[config.mk]
export PLATFORM = sky130hd
export DESIGN_NAME = uart_frame_ctrl
export DESIGN_NICKNAME = d
export VERILOG_FILES = /design/src/rtl/uart_frame_ctrl.sv
export SDC_FILE = /design/constraint.sdc
export NUM_CORES = 1
export LEC_CHECK = 0
export BUFFER_PORTS_ARGS = -buffer_cell sky130_fd_sc_hd__buf_2
export CORE_ASPECT_RATIO = 0.5
export CORE_MARGIN = 2
export CORE_UTILIZATION = 35
export CTS_CLUSTER_SIZE = 20
export DETAILED_ROUTE_END_ITERATION = 6
export SKIP_LAST_GASP = 1
export SYNTH_ARGS = -nofsm -noshare
export SYNTH_HDL_FRONTEND = slang
export SYNTH_SLANG_ARGS = --single-unit
export TNS_END_PERCENT = 100
[constraint.sdc]
create_clock -name clk -period 2.9 [get_ports clk]
set_input_delay 0.58 -clock clk [delete_from_list [all_inputs] [get_ports clk]]
set_output_delay 0.58 -clock clk [all_outputs]
set_load 0.02 [all_outputs]
[src/rtl/uart_frame_ctrl.sv]
// Receive-side framer: parses A5/LEN/payload/CHK byte streams from the UART receiver into a held payload buffer.
// Frame status and errors appear one cycle after the causing byte; reads have 1-cycle latency; bytes during WAIT_ACK are dropped and flagged.
module uart_frame_ctrl #(
    parameter int unsigned CLK_PER_BIT  = 868,
    parameter int unsigned TIMEOUT_BITS = 40,
    parameter int unsigned MAX_LEN      = 16
) (
    input  logic       clk,
    input  logic       rst,
    input  logic [7:0] i_data,
    input  logic       i_recv,
    input  logic       i_conn,
    input  logic       i_frame_ack,
    input  logic [7:0] i_rd_addr,
    output logic [7:0] o_rd_data,
    output logic       o_frame_valid,
    output logic [7:0] o_frame_len,
    output logic       o_err,
    output logic [1:0] o_err_code,
    output logic       o_overrun
);

    localparam int unsigned AW        = (MAX_LEN > 1) ? $clog2(MAX_LEN) : 1;
    localparam logic [8:0]  MAX_LEN_W = 9'(MAX_LEN);
    localparam logic [23:0] TO_LAST   = 24'(CLK_PER_BIT * TIMEOUT_BITS - 1);
    localparam logic [7:0]  SYNC_BYTE = 8'hA5;

    localparam logic [1:0] ERR_LEN   = 2'd1;
    localparam logic [1:0] ERR_CHK   = 2'd2;
    localparam logic [1:0] ERR_ABORT = 2'd3;

    typedef enum logic [2:0] {
        S_HUNT,
        S_LEN,
        S_PAYLOAD,
        S_CHECK,
        S_WAIT_ACK
    } state_t;

    state_t      state_q, state_d;
    logic [7:0]  len_q, len_d;
    logic [7:0]  idx_q, idx_d;
    logic [7:0]  sum_q, sum_d;
    logic [23:0] timer_q, timer_d;

    logic        err_q, err_d;
    logic [1:0]  err_code_q, err_code_d;
    logic        valid_q, valid_d;
    logic [7:0]  frame_len_q, frame_len_d;
    logic        overrun_q, overrun_d;
    logic [7:0]  rd_data_q, rd_data_d;

    logic [7:0]  mem_q [MAX_LEN];

    logic in_frame;
    logic conn_lost;
    logic timed_out;
    logic abort;
    logic len_bad;
    logic wr_en;

    // Connection loss outranks timeout, which outranks any byte in the same cycle.
    assign in_frame  = (state_q == S_LEN) || (state_q == S_PAYLOAD) || (state_q == S_CHECK);
    assign conn_lost = in_frame && !i_conn;
    assign timed_out = in_frame && (timer_q == TO_LAST);
    assign abort     = conn_lost || timed_out;
    assign len_bad   = {1'b0, i_data} > MAX_LEN_W;
    assign wr_en     = (state_q == S_PAYLOAD) && i_recv && !abort;

    always_ff @(posedge clk or posedge rst) begin
        if (rst) begin
            state_q <= S_HUNT;
            len_q   <= 8'd0;
            idx_q   <= 8'd0;
            sum_q   <= 8'd0;
            timer_q <= 24'd0;
        end else begin
            state_q <= state_d;
            len_q   <= len_d;
            idx_q   <= idx_d;
            sum_q   <= sum_d;
            timer_q <= timer_d;
        end
    end

    always_comb begin
        state_d = state_q;
        len_d   = len_q;
        idx_d   = idx_q;
        sum_d   = sum_q;
        timer_d = 24'd0;
        if (in_frame && !abort && !i_recv) begin
            timer_d = timer_q + 24'd1;
        end
        case (state_q)
            S_HUNT: begin
                if (i_recv && (i_data == SYNC_BYTE)) begin
                    state_d = S_LEN;
                    sum_d   = 8'd0;
                end
            end
            S_LEN: begin
                if (abort) begin
                    state_d = S_HUNT;
                end else if (i_recv) begin
                    if (len_bad) begin
                        state_d = S_HUNT;
                    end else if (i_data == 8'd0) begin
                        len_d   = 8'd0;
                        sum_d   = 8'd0;
                        state_d = S_CHECK;
                    end else begin
                        len_d   = i_data;
                        sum_d   = i_data;
                        idx_d   = 8'd0;
                        state_d = S_PAYLOAD;
                    end
                end
            end
            S_PAYLOAD: begin
                if (abort) begin
                    state_d = S_HUNT;
                end else if (i_recv) begin
                    sum_d = sum_q + i_data;
                    idx_d = idx_q + 8'd1;
                    if (idx_q == len_q - 8'd1) begin
                        state_d = S_CHECK;
                    end
                end
            end
            S_CHECK: begin
                if (abort) begin
                    state_d = S_HUNT;
                end else if (i_recv) begin
                    state_d = (i_data == sum_q) ? S_WAIT_ACK : S_HUNT;
                end
            end
            S_WAIT_ACK: begin
                if (i_frame_ack) begin
                    state_d = S_HUNT;
                end
            end
            default: state_d = S_HUNT;
        endcase
    end

    always_comb begin
        err_d       = 1'b0;
        err_code_d  = err_code_q;
        valid_d     = valid_q;
        frame_len_d = frame_len_q;
        overrun_d   = overrun_q;
        if (abort) begin
            err_d      = 1'b1;
            err_code_d = ERR_ABORT;
        end else begin
            case (state_q)
                S_LEN: begin
                    if (i_recv && len_bad) begin
                        err_d      = 1'b1;
                        err_code_d = ERR_LEN;
                    end
                end
                S_CHECK: begin
                    if (i_recv) begin
                        if (i_data == sum_q) begin
                            valid_d     = 1'b1;
                            frame_len_d = len_q;
                        end else begin
                            err_d      = 1'b1;
                            err_code_d = ERR_CHK;
                        end
                    end
                end
                S_WAIT_ACK: begin
                    // Ack wins over a byte landing in the same cycle.
                    if (i_frame_ack) begin
                        valid_d   = 1'b0;
                        overrun_d = 1'b0;
                    end else if (i_recv) begin
                        overrun_d = 1'b1;
                    end
                end
                default: ;
            endcase
        end
    end

    always_comb begin
        rd_data_d = 8'd0;
        if ({1'b0, i_rd_addr} < MAX_LEN_W) begin
            rd_data_d = mem_q[i_rd_addr[AW-1:0]];
        end
    end

    always_ff @(posedge clk or posedge rst) begin
        if (rst) begin
            err_q       <= 1'b0;
            err_code_q  <= 2'd0;
            valid_q     <= 1'b0;
            frame_len_q <= 8'd0;
            overrun_q   <= 1'b0;
            rd_data_q   <= 8'd0;
        end else begin
            err_q       <= err_d;
            err_code_q  <= err_code_d;
            valid_q     <= valid_d;
            frame_len_q <= frame_len_d;
            overrun_q   <= overrun_d;
            rd_data_q   <= rd_data_d;
        end
    end

    always_ff @(posedge clk) begin
        if (wr_en) begin
            mem_q[idx_q[AW-1:0]] <= i_data;
        end
    end

    assign o_rd_data     = rd_data_q;
    assign o_frame_valid = valid_q;
    assign o_frame_len   = frame_len_q;
    assign o_err         = err_q;
    assign o_err_code    = err_code_q;
    assign o_overrun     = overrun_q;

endmodule

==> results.md <==
- The largest family of logic cells by synthesized area is multiplexers.
- The latest clock arrival within the worst-skew pair is roughly 440 ps.
- The standard cell with the maximum stage delay on the critical path is sky130_fd_sc_hd__dfrtp_1.
- The top-level port count is between 40 and 50.
- The synthesized netlist devotes ~4.6% of its cell area to compound gates.
- In this run, synthesis inferred 128 flip-flops with an integrated enable.
- The total wire length is roughly 19 mm.
- For this run the aggregate overflow at the end of global routing stands at 0.
- Counting every sink on the clock net gives 200.
- Gates resized during post-CTS repair numbered 0.
- The number of cells on the worst reg-to-reg path is 7.
- After clock tree synthesis, the setup repair step added 0 buffers.
- The area of the core is approximately 0.024 mm^2.
- The kind of start point of the critical path is a flip-flop.
- The number of input and output port buffers inserted is 41.
- The average via count per standard cell is about 5.1.
- The average wire per standard cell is between 15 and 20 um.
- The worst-margin pin slew is approximately 770 ps.
- The initial antenna violation count is 1.
- In this run the core area contains 40 standard-cell rows.
- The synthesis-stage register bit count is 200.
- The post-route netlist has about a quarter of its cells at a drive strength greater than 1.
- The final worst-path cycle share is a little under nine tenths.
- STA puts the critical path data arrival time at 2620 ps.
- Setup repair after global routing left no endpoint under its margin.
- The first global-routing pass estimated about 30 mm of wire.
- After detailed placement, the design holds a cell count of ~970.
- The count of final hold-check violations is 0.
- Once detail routing completed, the nets flagged for antenna violations numbered 0.
- The CTS root buffer is sky130_fd_sc_hd__clkbuf_16.
- In the synthesized netlist, mux cells make up 11.9% of the area.
- For this configuration, the core starts out at a cell density of 35.9%.
- In the final layout, the multi-input gates occupy 0.00295 mm^2.
- The hold buffer count at CTS is 0.
- The synthesized-area fraction occupied by xor and xnor cells is a little over 4%.
- Setup violations remaining at the end of the flow were counted as 0.
- The maximum net fanout on the critical path is 9.
- The via count of the first global-routing pass is slightly above 5000.
- The horizontal extent of the die is 227 um.
- The simple-gate portion of the synthesized area is between 10% and 20%.
- Clock skew on the completed layout was measured at between 8 and 9 ps.
- When the netlist entered floorplanning its net count stood at 623.
- The worst min-delay path category is primary input to async pin.
- The post-synthesis cell count is ~590.
- The count of yosys warnings during synthesis is 0.
- The DRC violation count after routing is 0.
- For this run, the slowest stage of the critical path takes slightly above 400 ps.
- In this run, CTS created clock tree buffers numbering 17.
- Hold timing on the final database bottoms out at a slack of between 200 and 250 ps.
- In this run the power density over the cells is approximately 560 mW/mm^2.
- The finished layout holds between 1000 and 1500 standard cells, fillers aside.
- The maximum vdd ir drop is 397 uV.
- STA classifies the critical path endpoint as a flip-flop.
- Detailed placement ended at an HPWL of 12.6 mm.
- After synthesis, the netlist uses 54 different library cells.
- The first detailed-routing pass ran for 5 iterations.
- The final number of max-transition violations is 0.
- Measured along the y axis, the die boundary spans around 120 um.
- The clock passes through at most 2 buffers.
- TritonCTS built the clock tree.
- The share of synthesized cell area in full adder, half adder and majority cells is between 2 and 2.5%.
- For this run, asynchronously set or reset flops after synthesis account for a little over a third.
- For this block, the via count after detailed routing is approximately 5200.
- In this run, the number of DRC markers left after iteration 0 of detailed routing was roughly 530.
- The worst-case headroom to the max-slew limit is between 40% and 50%.
- The area enclosed by the die boundary is about 0.026 mm^2.
- After layout, the minimum clock period comes to between 2000 and 2500 ps.
- The start-to-end type of the worst setup path is flip-flop to flip-flop.
- Entering global routing, the biggest net connects 33 pins.
- The number of fill cells is 2202.
- The completed layout was analyzed and its total power is 5680 uW.
- The number of H-tree branching levels is 4.
- The per-instance average area after synthesis is 14.8 um^2.
- The leakage power figure is 0.00374 uW.
- Global routing used about 15% of the available tracks across all layers.
- The signal on the critical path passes through ha_1 -> and4_1 -> nand3_1 -> o21a_1 -> nand2_1 -> nor4_2 -> buf_4.
- The startpoint identified for the worst register-to-register timing path is timer_q[0].
- The setup total negative slack is 0 ps.
- The most used flip-flop cell after synthesis is sky130_fd_sc_hd__edfxtp_1.
- The maximum clock rate is approximately 400 MHz.
- The final-stage net count is 690.
- The flow ran to the end, and the final reports show no timing, DRC or antenna violations.
- The portion of the post-synthesis area used by sequential elements is around two thirds.
- The cell area after synthesis is between 0.008 and 0.009 mm^2.
- Tracing the worst setup path back leads to its startpoint at timer_q[0].
- The final RePlAce weighted congestion is about 0.82.
- The register clock-pin slew on the reported worst setup and hold paths is about 80 ps.
- Max-cap violations in this run came to 0.
- The area taken by flip-flops and latches is between 0.005 and 0.006 mm^2.
- The signed area change from the synthesized netlist to the final layout is 16.2%.
- The required time at the endpoint of the critical path is 3030 ps.
==> final timing paths <==
kind,end,slack (ps)
worst max-delay path,mem_q[1][1],400
worst min-delay path,o_frame_len[7],210
worst max register to register,mem_q[1][1],400
worst min register to register,o_frame_valid,480
max in group asynchronous,timer_q[19],2030
min in group clk,o_overrun,390
==> kinds of logic after synthesis <==
family / Yosys count
multiplexers: 52
AO/OA/AOI/OAI: 61
adder cells (fa/ha/maj): 14
XOR/XNOR: 41
buffers and inverters: 31
flip-flops: 200
AND/OR/NAND/NOR: 189
==> per-layer routing <==
metal	track usage, %	routed length, um	part of all wire, %	vias up
met5	0	0	0	-
met4	4.84	313	1.6	0
met3	3.58	1170	6.1	25
met2	25.2	8970	47	141
met1	20.7	8690	45	2608
li1	-	-	-	2379
==> power breakdown <==
group          internal, uW  switching, uW
clock network          1240           1160
registers              3040           3.74
logic                  95.1            135
==> worst max-delay path: cells and delay by family, from the launching register on <==
kind                       cells  cell delay (ps)
and+or+nand+nor                4              960
AOI/OAI and AO/OA              1              280
adders and majority gates      1              260
buffers and inverters          1              270
DFF                            1              410
==> cell usage in the layout (no fill, tap or decap), types with 3 or more instances in the layout <==
| cell | instances |
|---|---|
| sky130_fd_sc_hd__a21oi_1 | 9 |
| sky130_fd_sc_hd__a22oi_1 | 5 |
| sky130_fd_sc_hd__a31oi_1 | 6 |
| sky130_fd_sc_hd__and3_1 | 8 |
| sky130_fd_sc_hd__and4_1 | 3 |
| sky130_fd_sc_hd__buf_12 | 3 |
| sky130_fd_sc_hd__buf_2 | 41 |
| sky130_fd_sc_hd__buf_4 | 26 |
| sky130_fd_sc_hd__clkbuf_16 | 17 |
| sky130_fd_sc_hd__dfrtp_1 | 72 |
| sky130_fd_sc_hd__edfxtp_1 | 128 |
| sky130_fd_sc_hd__ha_1 | 13 |
| sky130_fd_sc_hd__inv_1 | 8 |
| sky130_fd_sc_hd__inv_6 | 5 |
| sky130_fd_sc_hd__inv_8 | 4 |
| sky130_fd_sc_hd__mux2_2 | 12 |
| sky130_fd_sc_hd__mux4_2 | 40 |
| sky130_fd_sc_hd__nand2_1 | 34 |
| sky130_fd_sc_hd__nand3_1 | 29 |
| sky130_fd_sc_hd__nand4_1 | 4 |
| sky130_fd_sc_hd__nor2_1 | 54 |
| sky130_fd_sc_hd__nor2b_1 | 11 |
| sky130_fd_sc_hd__nor3_1 | 17 |
| sky130_fd_sc_hd__nor4_1 | 7 |
| sky130_fd_sc_hd__nor4_2 | 3 |
| sky130_fd_sc_hd__o211ai_1 | 3 |
| sky130_fd_sc_hd__o21ai_0 | 18 |
| sky130_fd_sc_hd__o31ai_1 | 4 |
| sky130_fd_sc_hd__xnor2_1 | 22 |
| sky130_fd_sc_hd__xor2_1 | 19 |
==> sequential cells by signal, summed over array words and instances (netlist names) <==
register and cells:
idx_q 8, len_q 8, mem_q 128, o_err 1, o_err_code 2, o_frame_len 8, o_frame_valid 1, o_overrun 1
o_rd_data 8, state_q 3, sum_q 8, timer_q 24
==> cell type report <==
class                           instances  area share [%]
Multi-Input combinational cell        357            29.2
Clock inverter                         14            1.67
Clock buffer                           18            4.25
Antenna cell                            1          0.0248
Timing Repair Buffer                   70            4.55
Sequential cell                       200            55.8
Tap cell                              336            4.16
Inverter                                9           0.347
==> stage by stage <==
stage | utilization (%) | instance area (um^2) | setup slack (ps)
after floorplan | - | 8700 | 265
after global placement | 39.3 | 9510 | 319
after detailed placement | 39.3 | 9510 | 252
after CTS | 41.7 | 10100 | 428
after global routing | 41.7 | 10100 | 290
final | 41.7 | 10100 | 401
==> synthesized netlist by cell type, types with 3 or more instances <==
| cell | n | area (um^2) |
|---|---|---|
| sky130_fd_sc_hd__o21ai_0 | 18 | 90.1 |
| sky130_fd_sc_hd__o211ai_1 | 3 | 22.5 |
| sky130_fd_sc_hd__nor3_1 | 17 | 85.1 |
| sky130_fd_sc_hd__nand4_1 | 4 | 25.0 |
| sky130_fd_sc_hd__a22oi_1 | 5 | 37.5 |
| sky130_fd_sc_hd__mux2_2 | 12 | 135 |
| sky130_fd_sc_hd__edfxtp_1 | 128 | 3840 |
| sky130_fd_sc_hd__nor4_1 | 10 | 62.6 |
| sky130_fd_sc_hd__xnor2_1 | 22 | 193 |
| sky130_fd_sc_hd__inv_1 | 9 | 33.8 |
| sky130_fd_sc_hd__xor2_1 | 19 | 166 |
| sky130_fd_sc_hd__buf_1 | 3 | 11.3 |
| sky130_fd_sc_hd__dfrtp_1 | 72 | 1800 |
| sky130_fd_sc_hd__ha_1 | 13 | 163 |
| sky130_fd_sc_hd__nor2_1 | 54 | 203 |
| sky130_fd_sc_hd__nand2_1 | 34 | 128 |
| sky130_fd_sc_hd__nor2b_1 | 11 | 68.8 |
| sky130_fd_sc_hd__a31oi_1 | 6 | 37.5 |
| sky130_fd_sc_hd__mux4_2 | 40 | 901 |
| sky130_fd_sc_hd__buf_2 | 4 | 20.0 |
| sky130_fd_sc_hd__o31ai_1 | 4 | 30.0 |
| sky130_fd_sc_hd__and4_1 | 3 | 26.3 |
| sky130_fd_sc_hd__a21oi_1 | 9 | 45.0 |
| sky130_fd_sc_hd__nand3_1 | 29 | 145 |
| sky130_fd_sc_hd__and3_1 | 8 | 50.1 |
| sky130_fd_sc_hd__clkbuf_1 | 14 | 52.6 |
(Power assumes the default switching activity.)
